===== src/rtl/pipe_stage_reg.sv =====
// pipe_stage_reg: handshaked pipeline stage register for the 8-bit core.
// It carries a control bundle and a data bundle with valid/ready flow control,
// a synchronous flush, control gating on bubbles and a saturating stall counter.
// Build option PIPE_SKID_EN: when defined, the stage is a two-entry skid buffer
// with a registered in_ready. When undefined, the stage holds a single entry and
// in_ready is combinational.
module pipe_stage_reg #(
    parameter int unsigned       DATA_W   = 16,
    parameter int unsigned       CTRL_W   = 12,
    parameter logic [CTRL_W-1:0] CTRL_RST = '0,
    parameter int unsigned       CNT_W    = 16
) (
    input  logic              clk,
    input  logic              rst,
    input  logic              flush,
    input  logic              in_valid,
    output logic              in_ready,
    input  logic [CTRL_W-1:0] in_ctrl,
    input  logic [DATA_W-1:0] in_data,
    output logic              out_valid,
    input  logic              out_ready,
    output logic [CTRL_W-1:0] out_ctrl,
    output logic [DATA_W-1:0] out_data,
    input  logic              clr_cnt,
    output logic [CNT_W-1:0]  stall_cnt
);

    typedef enum logic [1:0] {
        ST_EMPTY = 2'd0,
        ST_ONE   = 2'd1,
        ST_FULL  = 2'd2
    } state_t;

    state_t            r_state;
    state_t            w_state_nxt;
    logic              w_load_main_in;
    logic              w_load_main_skid;
    logic              w_load_skid;
    logic              w_out_valid;
    logic              w_stall;
    logic [CTRL_W-1:0] r_main_ctrl;
    logic [DATA_W-1:0] r_main_data;
    logic [CNT_W-1:0]  r_stall_cnt;

    assign w_out_valid = (r_state != ST_EMPTY);
    assign w_stall     = w_out_valid & ~out_ready;

`ifdef PIPE_SKID_EN
    logic [CTRL_W-1:0] r_skid_ctrl;
    logic [DATA_W-1:0] r_skid_data;

    // in_ready depends only on the state register, so out_ready never reaches it
    assign in_ready = (r_state != ST_FULL);

    // Next state and load selects for the two-entry skid buffer
    always_comb begin
        w_state_nxt      = r_state;
        w_load_main_in   = 1'b0;
        w_load_main_skid = 1'b0;
        w_load_skid      = 1'b0;
        if (!flush) begin
            unique case (r_state)
                ST_EMPTY: begin
                    if (in_valid) begin
                        w_load_main_in = 1'b1;
                        w_state_nxt    = ST_ONE;
                    end
                end
                ST_ONE: begin
                    if (in_valid && out_ready) begin
                        w_load_main_in = 1'b1;
                    end else if (in_valid) begin
                        w_load_skid = 1'b1;
                        w_state_nxt = ST_FULL;
                    end else if (out_ready) begin
                        w_state_nxt = ST_EMPTY;
                    end
                end
                ST_FULL: begin
                    if (out_ready) begin
                        w_load_main_skid = 1'b1;
                        w_state_nxt      = ST_ONE;
                    end
                end
                default: w_state_nxt = ST_EMPTY;
            endcase
        end else begin
            w_state_nxt = ST_EMPTY;
        end
    end

    // Skid entry captures the input that arrives while the output is stalled
    always_ff @(posedge clk or posedge rst) begin
        if (rst) begin
            r_skid_ctrl <= CTRL_RST;
            r_skid_data <= '0;
        end else if (flush) begin
            r_skid_ctrl <= CTRL_RST;
        end else if (w_load_skid) begin
            r_skid_ctrl <= in_ctrl;
            r_skid_data <= in_data;
        end
    end
`else
    // Single entry: accept when empty or when the held entry leaves this cycle
    assign in_ready = ~w_out_valid | out_ready;

    // Next state and load select for the single-entry register
    always_comb begin
        w_state_nxt      = r_state;
        w_load_main_in   = 1'b0;
        w_load_main_skid = 1'b0;
        w_load_skid      = 1'b0;
        if (!flush) begin
            unique case (r_state)
                ST_EMPTY: begin
                    if (in_valid) begin
                        w_load_main_in = 1'b1;
                        w_state_nxt    = ST_ONE;
                    end
                end
                ST_ONE: begin
                    if (in_valid && out_ready) begin
                        w_load_main_in = 1'b1;
                    end else if (out_ready) begin
                        w_state_nxt = ST_EMPTY;
                    end
                end
                default: w_state_nxt = ST_EMPTY;
            endcase
        end else begin
            w_state_nxt = ST_EMPTY;
        end
    end
`endif

    // State register; flush is folded into the next-state logic
    always_ff @(posedge clk or posedge rst) begin
        if (rst) begin
            r_state <= ST_EMPTY;
        end else begin
            r_state <= w_state_nxt;
        end
    end

    // Main entry: loads from the input or, in skid builds, from the skid entry
    always_ff @(posedge clk or posedge rst) begin
        if (rst) begin
            r_main_ctrl <= CTRL_RST;
            r_main_data <= '0;
        end else if (flush) begin
            r_main_ctrl <= CTRL_RST;
        end else if (w_load_main_in) begin
            r_main_ctrl <= in_ctrl;
            r_main_data <= in_data;
`ifdef PIPE_SKID_EN
        end else if (w_load_main_skid) begin
            r_main_ctrl <= r_skid_ctrl;
            r_main_data <= r_skid_data;
`endif
        end
    end

    // Saturating back-pressure counter; clear beats increment, flush leaves it alone
    always_ff @(posedge clk or posedge rst) begin
        if (rst) begin
            r_stall_cnt <= '0;
        end else if (clr_cnt) begin
            r_stall_cnt <= '0;
        end else if (w_stall && (r_stall_cnt != '1)) begin
            r_stall_cnt <= r_stall_cnt + 1'b1;
        end
    end

    assign out_valid = w_out_valid;
    assign out_ctrl  = w_out_valid ? r_main_ctrl : CTRL_RST;
    assign out_data  = r_main_data;
    assign stall_cnt = r_stall_cnt;

endmodule


===== config.mk =====
export PLATFORM = sky130hd
export DESIGN_NAME = pipe_stage_reg
export DESIGN_NICKNAME = d
export VERILOG_FILES = /design/src/rtl/pipe_stage_reg.sv
export SDC_FILE = /design/constraint.sdc
export NUM_CORES = 1
export LEC_CHECK = 0
export BUFFER_PORTS_ARGS = -buffer_cell sky130_fd_sc_hd__buf_4
export CAP_MARGIN = 20
export CELL_PAD_IN_SITES_DETAIL_PLACEMENT = 0
export CELL_PAD_IN_SITES_GLOBAL_PLACEMENT = 1
export CORE_AREA = 2 2 80 74
export DETAILED_ROUTE_END_ITERATION = 10
export DIE_AREA = 0 0 82 76
export GPL_TIMING_DRIVEN = 0
export HOLD_SLACK_MARGIN = 0.02
export PLACE_DENSITY_LB_ADDON = 0.1
export SYNTH_ARGS = -nofsm -noshare
export SYNTH_HDL_FRONTEND = slang
export SYNTH_SLANG_ARGS = --single-unit
export TNS_END_PERCENT = 50

===== constraint.sdc =====
create_clock -name clk -period 3.3 [get_ports clk]
set_clock_uncertainty 0.1 [all_clocks]
set_input_delay 0.495 -clock clk [delete_from_list [all_inputs] [get_ports clk]]
set_output_delay 0.495 -clock clk [all_outputs]
set_load 0.005 [all_outputs]

; After elaboration in Yosys (flattened, before gate mapping)
; Cells that the tools add are included.
[word_totals]
rom_bits = 0
ram_bits = 0
word_cells = 37
n_memories = 0
latch_bits = 0
in_bits = 34
regBits = 46
output_inout_bits = 46
[op_classes]
reduce_logical = 8
multipliers = 0
n_eq_ne = 5
addsub = 1
n_mux = 14
div_mod_pow = 0
n_lt_le_gt_ge = 0
n_bitwise = 5
shift = 0
[ops]
columns = op, count
row1 = $mux 12, 3
row2 = $mux 16, 2
row3 = $add 16x1->16 const B, 1
row4 = $ne 16x16->1 const B, 1
row5 = $ne 3x3->1 const B, 3
row6 = $mux 2, 4
row7 = $reduce_bool 2->1, 3
row8 = $pmux 2 s2, 1
row9 = $mux 1, 3
row10 = $not 1->1, 3
row11 = $reduce_and 3->1, 1
row12 = $eq 2x1->1 const B, 1
row13 = $logic_and 1x1->1, 2
row14 = $logic_not 2->1, 1
row15 = $pmux 1 s2, 1
row16 = $reduce_and 2->1, 1
row17 = $and 1x1->1, 1
row18 = $or 1x1->1, 1

; Longest topological paths before layout
; Gate-level depths: netlist of run 1.
[depth]
depth_word = 6
ltp_mapped = 6
ltp_nobuf = 5

; Least setup slack after synthesis of run 1
; No wires, ideal clock.
[synth_path]
path_type = input port to flip-flop
from = input out_ready
to = register r_main_data[0], in the netlist out_data[0]
n_path_buf = 2
arrival_time_ps = 1625
path_stages = 6
slack_ps = 1450
setup_time_ps = 125
required_ps = 3075
cell_sequence = nand2b_1 > buf_2 > nand2_1 > nor2_2 > buf_4 > mux2_2
[synth_between]
elab_chain_len = 5
[synth_rtl]
columns = item, line_no
row1 = start: declaration, 21  ; input logic out_ready,
row2 = $logic_and 1x1->1, 123  ; if (in_valid && out_ready) begin
row3 = $mux 1, 123
row4 = $pmux 1 s2, 115  ; unique case (r_state)
row5 = $mux 1, 114  ; if (!flush) begin
row6 = $reduce_and 2->1 (no line), --
row7 = end signal: assignment, 155  ; r_main_data <= in_data;
row8 = end: declaration, 42  ; logic [DATA_W-1:0] r_main_data;
; Every way passes these cells.
; A chain may end at the register's enable or synchronous reset.

; Final worst setup path of run 1
[layout_path]
from = register r_state[0]
to = output in_ready
[layout_between]
elab_chain_len = 3
[layout_rtl]
columns = item, line_no
row1 = start: declaration, 34  ; state_t r_state;
row2 = start signal: assignment, 142  ; r_state <= w_state_nxt;
row3 = $reduce_bool 2->1, 45  ; assign w_out_valid = (r_state != ST_EMPTY);
row4 = $not 1->1, 106  ; assign in_ready = ~w_out_valid | out_ready;
row5 = $or 1x1->1, 106
row6 = end: declaration, 17  ; output logic in_ready,
; Every way passes these cells.

==> results of run 1 <==
[how the worst max path moves through the flow]
stage / cells after the start / slack [ns] / to
6_report: 4 / 1.06 / in_ready
5_1_grt: 4 / 0.94 / in_ready
4_1_cts: 4 / 1.04 / in_ready
3_5_place_dp: 7 / 1.03 / out_data[4]$_DFFE_PP0P_
3_3_place_gp: 2 / 0.97 / r_main_ctrl[10]$_DFFE_PP0P_
2_1_floorplan: 6 / 1.45 / out_data[0]$_DFFE_PP0P_
[sequential cells by signal, summed over array words and instances (netlist names)]
name,flops
out_data,16
stall_cnt,16
r_main_ctrl,12
r_state,1
[routing by layer]
layer / part of all wire / track usage / vias up / wire (um)
met4: 0.012 / 0.0650 / 0 / 59
met2: 0.46 / 0.263 / 52 / 2350
met3: 0.070 / 0.0592 / 6 / 356
li1: - / - / 838 / -
met5: 0 / 0 / - / 0
met1: 0.46 / 0.239 / 822 / 2320
[synthesized netlist by cell type]
master and instances:
nor3b_1 1, a21oi_1 10, nor4_2 1, a221oi_2 1
or4_1 6, nor4_1 2, or2_2 1, a22o_1 12
o31ai_1 6, nor2_2 1, or3_1 1, nand3_1 6
and4b_1 1, buf_2 2, buf_6 1, nor4_4 1
and3_1 4, mux2_2 17, nand2b_1 1, clkbuf_1 5
a311oi_1 1, nand2_1 5, mux2i_1 1, nand3_2 1
o311ai_0 1, nand4b_1 1, nand4_4 1, o211ai_1 1
nand4_2 1, inv_1 6, o41ai_1 3, ha_1 1
and2_1 13, nor2b_1 2, buf_4 1, nor3_1 1
nand4_1 2, dfrtp_1 45, nor2_1 5, a31oi_1 1
o21ai_0 2, mux2_4 1, and4_1 2
[stage by stage]
step | utilization | area (um^2)
CTS | 0.530 | 2900
floorplan | - | 2120
finish | 0.530 | 2900
global placement | 0.510 | 2790
global route | 0.530 | 2900
detailed placement | 0.514 | 2810
[worst reg2reg max path: stages, from the launching register on]
cell     delay (ns)
dfrtp_1        0.45
ha_1           0.25
nand4_2        0.26
nor4_4         0.39
buf_6          0.19
nor3b_1        0.07
mux2_4         0.29
[power breakdown]
part / internal (mW) / switching, mW / total [mW]
sequential: 0.595 / 0.0240 / 0.619
clock: 0.166 / 0.182 / 0.347
combinational: 0.114 / 0.0698 / 0.184
total: 0.875 / 0.275 / 1.15
[layout make-up]
type                    instances  share of cell area
clock inverters                 1             0.00259
well taps                      70              0.0302
plain buffers                   9              0.0164
multi-input cells             118               0.317
flip-flops and latches         45               0.388
clock buffers                   6              0.0285
inverters                       6             0.00777
repair buffers                 79               0.209
[cell families after synthesis]
logic type	count (synthesis)	share of synthesized area
AO/OA/AOI/OAI	38	0.134
adder cells (fa/ha/maj)	1	0.00591
buffers and inverters	15	0.0331
flip-flops	45	0.532
multiplexers	19	0.102
AND/OR/NAND/NOR	60	0.193
==> results.md, run 1 <==
* Port bufs at 78
* R2R setup slack at about 1.2 ns
* Total core area at ~5500 um^2
* Avg WL per Cell at about 15 um
* Crit Path Class: reg2out
* Startpoint types: flip-flop
* Delay-heaviest family, CP: buffers and inverters
* Final Cycle Share at 0.678
* CTS H-tree depth at 2
* CP Max Fanout at 10
* DRT iter0 DRCs at 94
* Hold_buf cts at 0
* Total grt overflow at 0
* Post-Route WL at about 5.1 mm
* First drt pass iteration count at 4
* Die W at ~82 um
* Avg Inst Size Synth at between 10 and 15 um^2
* Final setup vio count at 0
* Final antenna-violating net count at 0
* Leading area contributor after synthesis: dfrtp_1
* Most frequent cells in the layout: 79 x buf_4, 45 x dfrtp_1, 17 x mux2_2
* Yosys warning count at 0
* Via/cell ratio at around 5
* Worst Tran Pin Value at 0.652 ns
* CTS clock-pin slew for the worst setup and hold paths at ~0.08 ns
* CP arrival at between 1.5 and 2 ns
* Post-synthesis cell count at roughly 180
* #FFs+latches synth at 45
* CP Launch Point: r_state[0]$_DFFE_PP0P_
* Max-cap violations at 0
* Post-CTS sizing at 0
* Starting density of the core at 0.387
* Sequential cell area at ~1100 um^2
* Setup bufs post-CTS at 0
* Fin. Hold Viols at 0
* Worst VDD drop at 0.000297 V
* Total power draw at 1.15 mW
* Layout cells sized above 1 at 0.443
* Syn nets at around 210
* Post-place setup slack at ~1.0 ns
* Mapped Area at between 2000 and 2500 um^2
* Final HPWL DP at 3.66 mm
* Antenna violations before repair at 0
* Placed insts at 327
* Synth top area share at 0.532
* Remaining DRCs at 0
* FMAX at about 450 MHz
* CTS tree: built
* Area Growth Syn to Fin at 37.0%
* Synth cell types at 43
* Clk sink count at 45
* Area contributors post-synth: dfrtp_1 53%, mux2_2 9.0%, a22o_1 5.0%, and2_1 3.8%, a21oi_1 2.4%
* Worst-Skew Late Latency at 0.30 ns
* Total number of vias at approximately 1,700
* Worst min-delay path category: in2async
* Nets@finish at between 200 and 300
* First-pass GRT wire length at ~8.5 mm
* PwrDens at 397 nW/um^2
* Post-route insts no fill at between 300 and 400
* Critical path, cell by cell: nand2b_1, buf_2, clkbuf_1, buf_4
* Slowest stage delay, CP at 0.46 ns
* Root Driver: clkbuf_8
* Post-route setup slack at 1.06 ns
* FP Rows at 26
* Crit Reg-Reg Endpoint: stall_cnt[2]$_DFFE_PP0P_
* # fillers at approximately 500
* Worst Setup End Kind: primary output
* Max transition margin at 0.561
* Routability congestion estimate at between 0.7 and 0.8
* Commonest non-fill, non-tap cell in the layout: buf_4
* Ports at 80
* Setup TNS at 0 ns
* Die ar. at around 6200 um^2
* # diodes at 0
* Status: finished clean
* Worst Path Buf+Inv at 3
* Multi-input logic area at between 900 and 1000 um^2
* Fin crit period at between 2 and 2.5 ns
* Leakage power at roughly 1.4 nW
* Vias in the first global route at between 1,500 and 2,000
* Clock Path Buffers at 2
* Sequential area share after synthesis at 0.532
* Largest net degree at the start of global routing at 25
* Req. time, crit path at roughly 2.7 ns
* GRT Util Overall at 0.177
* Reg2reg start: stall_cnt[0]$_DFFE_PP0P_
* RSZ-0062 raised after global routing: false
* Crit-path slowest cell: dfrtp_1
* Slew Limit Fails at 0
* Worst hold margin at roughly 0.12 ns
* Height of the die at between 70 and 80 um
* Inserted Clock Buffers at 5
* R2R depth at 6
(Power assumes the default switching activity.)
==> inputs of run 2 (changes only) <==
ABC_AREA = 1   (was not set)
CORE_AREA = 2 2 92 85   (was 2 2 80 74)
DIE_AREA = 0 0 94 87   (was 0 0 82 76)
clock period = 1.95 ns   (was 3.3 ns; I/O delays follow)
==> results.md, run 2 <==
* Status: finished clean
* Sw Share at 0.247
* Die W at between 90 and 100 um
* Via/cell ratio at 4.46
* CTS clock-pin slew for the worst setup and hold paths at ~0.09 ns
* Total grt overflow at 0
* Synth cell types at 27
* Int Pwr at roughly 1.6 mW
* Synth top area share at 0.501
* Leakage power at ~1.6 nW
* FMAX at around 560 MHz
* Largest family of logic cells by synthesized area: simple AND/OR/NAND/NOR gates
* FP Rows at 30
* Final HPWL DP at ~4.2 mm
* Final Cycle Share at 0.915
* Post-Route WL at between 5 and 6 mm
* Fin. Hold Viols at 0
* Most frequent cells in the layout: 81 x buf_4, 66 x nand2_1, 45 x dfrtp_1
* Worst Setup End Kind: flip-flop
* Worst min-delay path category: in2reg
* Ys flop type: dfrtp_1
* Total core area at about 7300 um^2
* CP Max Fanout at 10
* Crit Path Class: in2reg
* Req. time, crit path at around 2.1 ns
* R2R setup slack at around 0.18 ns
* Worst VDD drop at approximately 0.0003 V
* First drt pass iteration count at 4
* Commonest non-fill, non-tap cell in the layout: buf_4
* Number of flops mapped to enable cells by yosys at 0
* Most used routing layer: met2
* Avg Inst Size Synth at approximately 8.5 um^2
* Post-synthesis cell count at around 260
* Max-cap violations at 0
* Syn nets at 298
* Post-synthesis mux area share at 0.0802
* Remaining DRCs at 0
* Fin crit period at around 1.8 ns
* Final antenna-violating net count at 0
* DRT iter0 DRCs at about 80
* #FFs+latches synth at 45
* Clk sink count at between 40 and 50
* Clock power frac at 0.339
* Largest net degree at the start of global routing at 30
* Sequential power share at 0.495
* Nets@finish at between 300 and 400
* Startpoint types: primary input
* Slew Limit Fails at 0
* Post-Synth Simple-Gate Area at 0.247
* Antenna violations before repair at 0
* Height of the die at between 80 and 90 um
* Die ar. at between 8000 and 9000 um^2
* GRT Util Overall at 0.150
* CP arrival at 1.91 ns
* Top post-synthesis cells by count: 66 x nand2_1, 45 x dfrtp_1, 39 x inv_1
* Sequential area share after synthesis at 0.501
* Setup TNS at 0 ns
* Port bufs at ~80
* Root Driver: clkbuf_8
* # diodes at 0
* Area Growth Syn to Fin at 39.4%
* PwrDens at roughly 680 nW/um^2
* RSZ-0062 raised after global routing: false
* Area contributors post-synth: dfrtp_1 50%, nand2_1 11%, mux2_2 8.0%, inv_1 6.5%, nand3_1 6.5%
* Max transition margin at 0.607
* Post-synthesis adder-cell area fraction at 0.00557
* Ports at 80
* CTS tree: built
* Compound-gate portion of the synthesized area at 0.0552
* Layout cells sized above 1 at 0.345
* Routability congestion estimate at between 0.7 and 0.8
* Worst-Skew Late Latency at 0.30 ns
* Clock Path Buffers at 2
* Synth Area in XOR/XNOR at 0.0195
* Grt met1 use at 0.218
* Final setup vio count at 0
* FFs w/ async S/R, synth at 1.00
* Comb pwr share at 0.166
* Top-count cell post-synth: nand2_1
* Avg WL per Cell at between 10 and 15 um
* M2 GR Usage at 0.221
* Leading area contributor after synthesis: dfrtp_1
* First-pass GRT wire length at ~9.5 mm
* Layout Utilization at 0.428
* Inserted Clock Buffers at 5
* CTS H-tree depth at 2
* Total number of vias at between 2,000 and 2,500
* Vias in the first global route at between 1,500 and 2,000
* GR Util met3 at 0.0433
* Worst Tran Pin Value at approximately 0.59 ns
* Mapped Area at about 2200 um^2
* Yosys warning count at 0
* Starting density of the core at 0.307
* NetSw at approximately 530 uW
==> run 2: cell count changes in the layout (fill, tap and decap cells not counted), sizes merged, moves of 4 or more <==
cell and delta:
nor4 -4, a21oi -5, o21ai +14, or4 -6, inv +35, nand3 +23, nor2 +12, a22o -12
and3 -4, o31ai -6, and2 -13, nand2 +62, xor2 +4
==> run 2: worst max-delay path: stages <==
cell and delay [ns]:
dlygate4sd3_1 0.55, buf_4 0.11, inv_1 0.08, o21ai_1 0.24, clkbuf_1 0.41, nand3_1 0.12, o21ai_0 0.10
==> run 2: layout make-up <==
cell class / instances / area, um^2
well taps: 96 / 120
clock buffers: 6 / 72.6
inverters: 41 / 156
repair buffers: 83 / 641
fillers: 760 / 4190
clock inverters: 2 / 38.8
flip-flops and latches: 45 / 1130
plain buffers: 8 / 50.0
multi-input cells: 169 / 926
==> run 2: power by group through the flow <==
stage / Sequential (mW) / Combinational (mW) / Clock (mW)
finish: 1.05 / 0.353 / 0.722
CTS: 1.06 / 0.359 / 0.747
global route: 1.07 / 0.392 / 0.792
floorplan: 1.07 / 0.143 / 0
global placement: 1.07 / 0.351 / 0
detailed placement: 1.07 / 0.356 / 0
==> run 2: cell families after synthesis <==
logic type / Yosys count
xor gates and xnor gates: 5
buffers and inverters: 49
adders and majority gates: 1
DFF: 45
muxes: 16
and+or+nand+nor: 125
AOI/OAI and AO/OA: 22
==> run 2: worst paths after layout <==
path | from | endpoint | cells past startpoint
setup / recovery | flush | r_main_ctrl[3]$_DFFE_PP0P_ | 7
hold / removal | in_data[2] | out_data[2]$_DFFE_PP0P_ | 2
setup reg to reg | stall_cnt[1]$_DFFE_PP0P_ | stall_cnt[13]$_DFFE_PP0P_ | 10
hold reg to reg | out_data[13]$_DFFE_PP0P_ | out_data[13]$_DFFE_PP0P_ | 1
max in group asynchronous | rst | stall_cnt[11]$_DFFE_PP0P_ | 4
min in group asynchronous | rst | r_main_ctrl[1]$_DFFE_PP0P_ | 3
==> run 2: repair_timing <==
item                                    in CTS  in global routing
endpoints found under the hold margin       16                  1
endpoints found under the setup margin       0                 15
gates resized for setup                      0                  6
buffers inserted                             0                  1
hold buffers                                 1                  1
==> run 2: metal layers <==
metal | up-vias | share of wire
met3 | 4 | 0.055
met4 | 0 | 0.0083
li1 | 1017 | -
met1 | 934 | 0.48
met5 | - | 0
met2 | 53 | 0.45
==> run 2: stage by stage <==
stage               area (um^2)  power, mW  instances  worst slack [ns]  hold WS (ns)
global placement           2960       1.42        438            -0.280         0.350
finish                     3130       2.13        450             0.165         0.118
CTS                        3100       2.16        448            0.0362        0.0202
floorplan                  2250       1.22        263             0.340         0.256
global route               3130       2.25        450           0.00444         0.102
detailed placement         2980       1.43        439             0.118         0.217
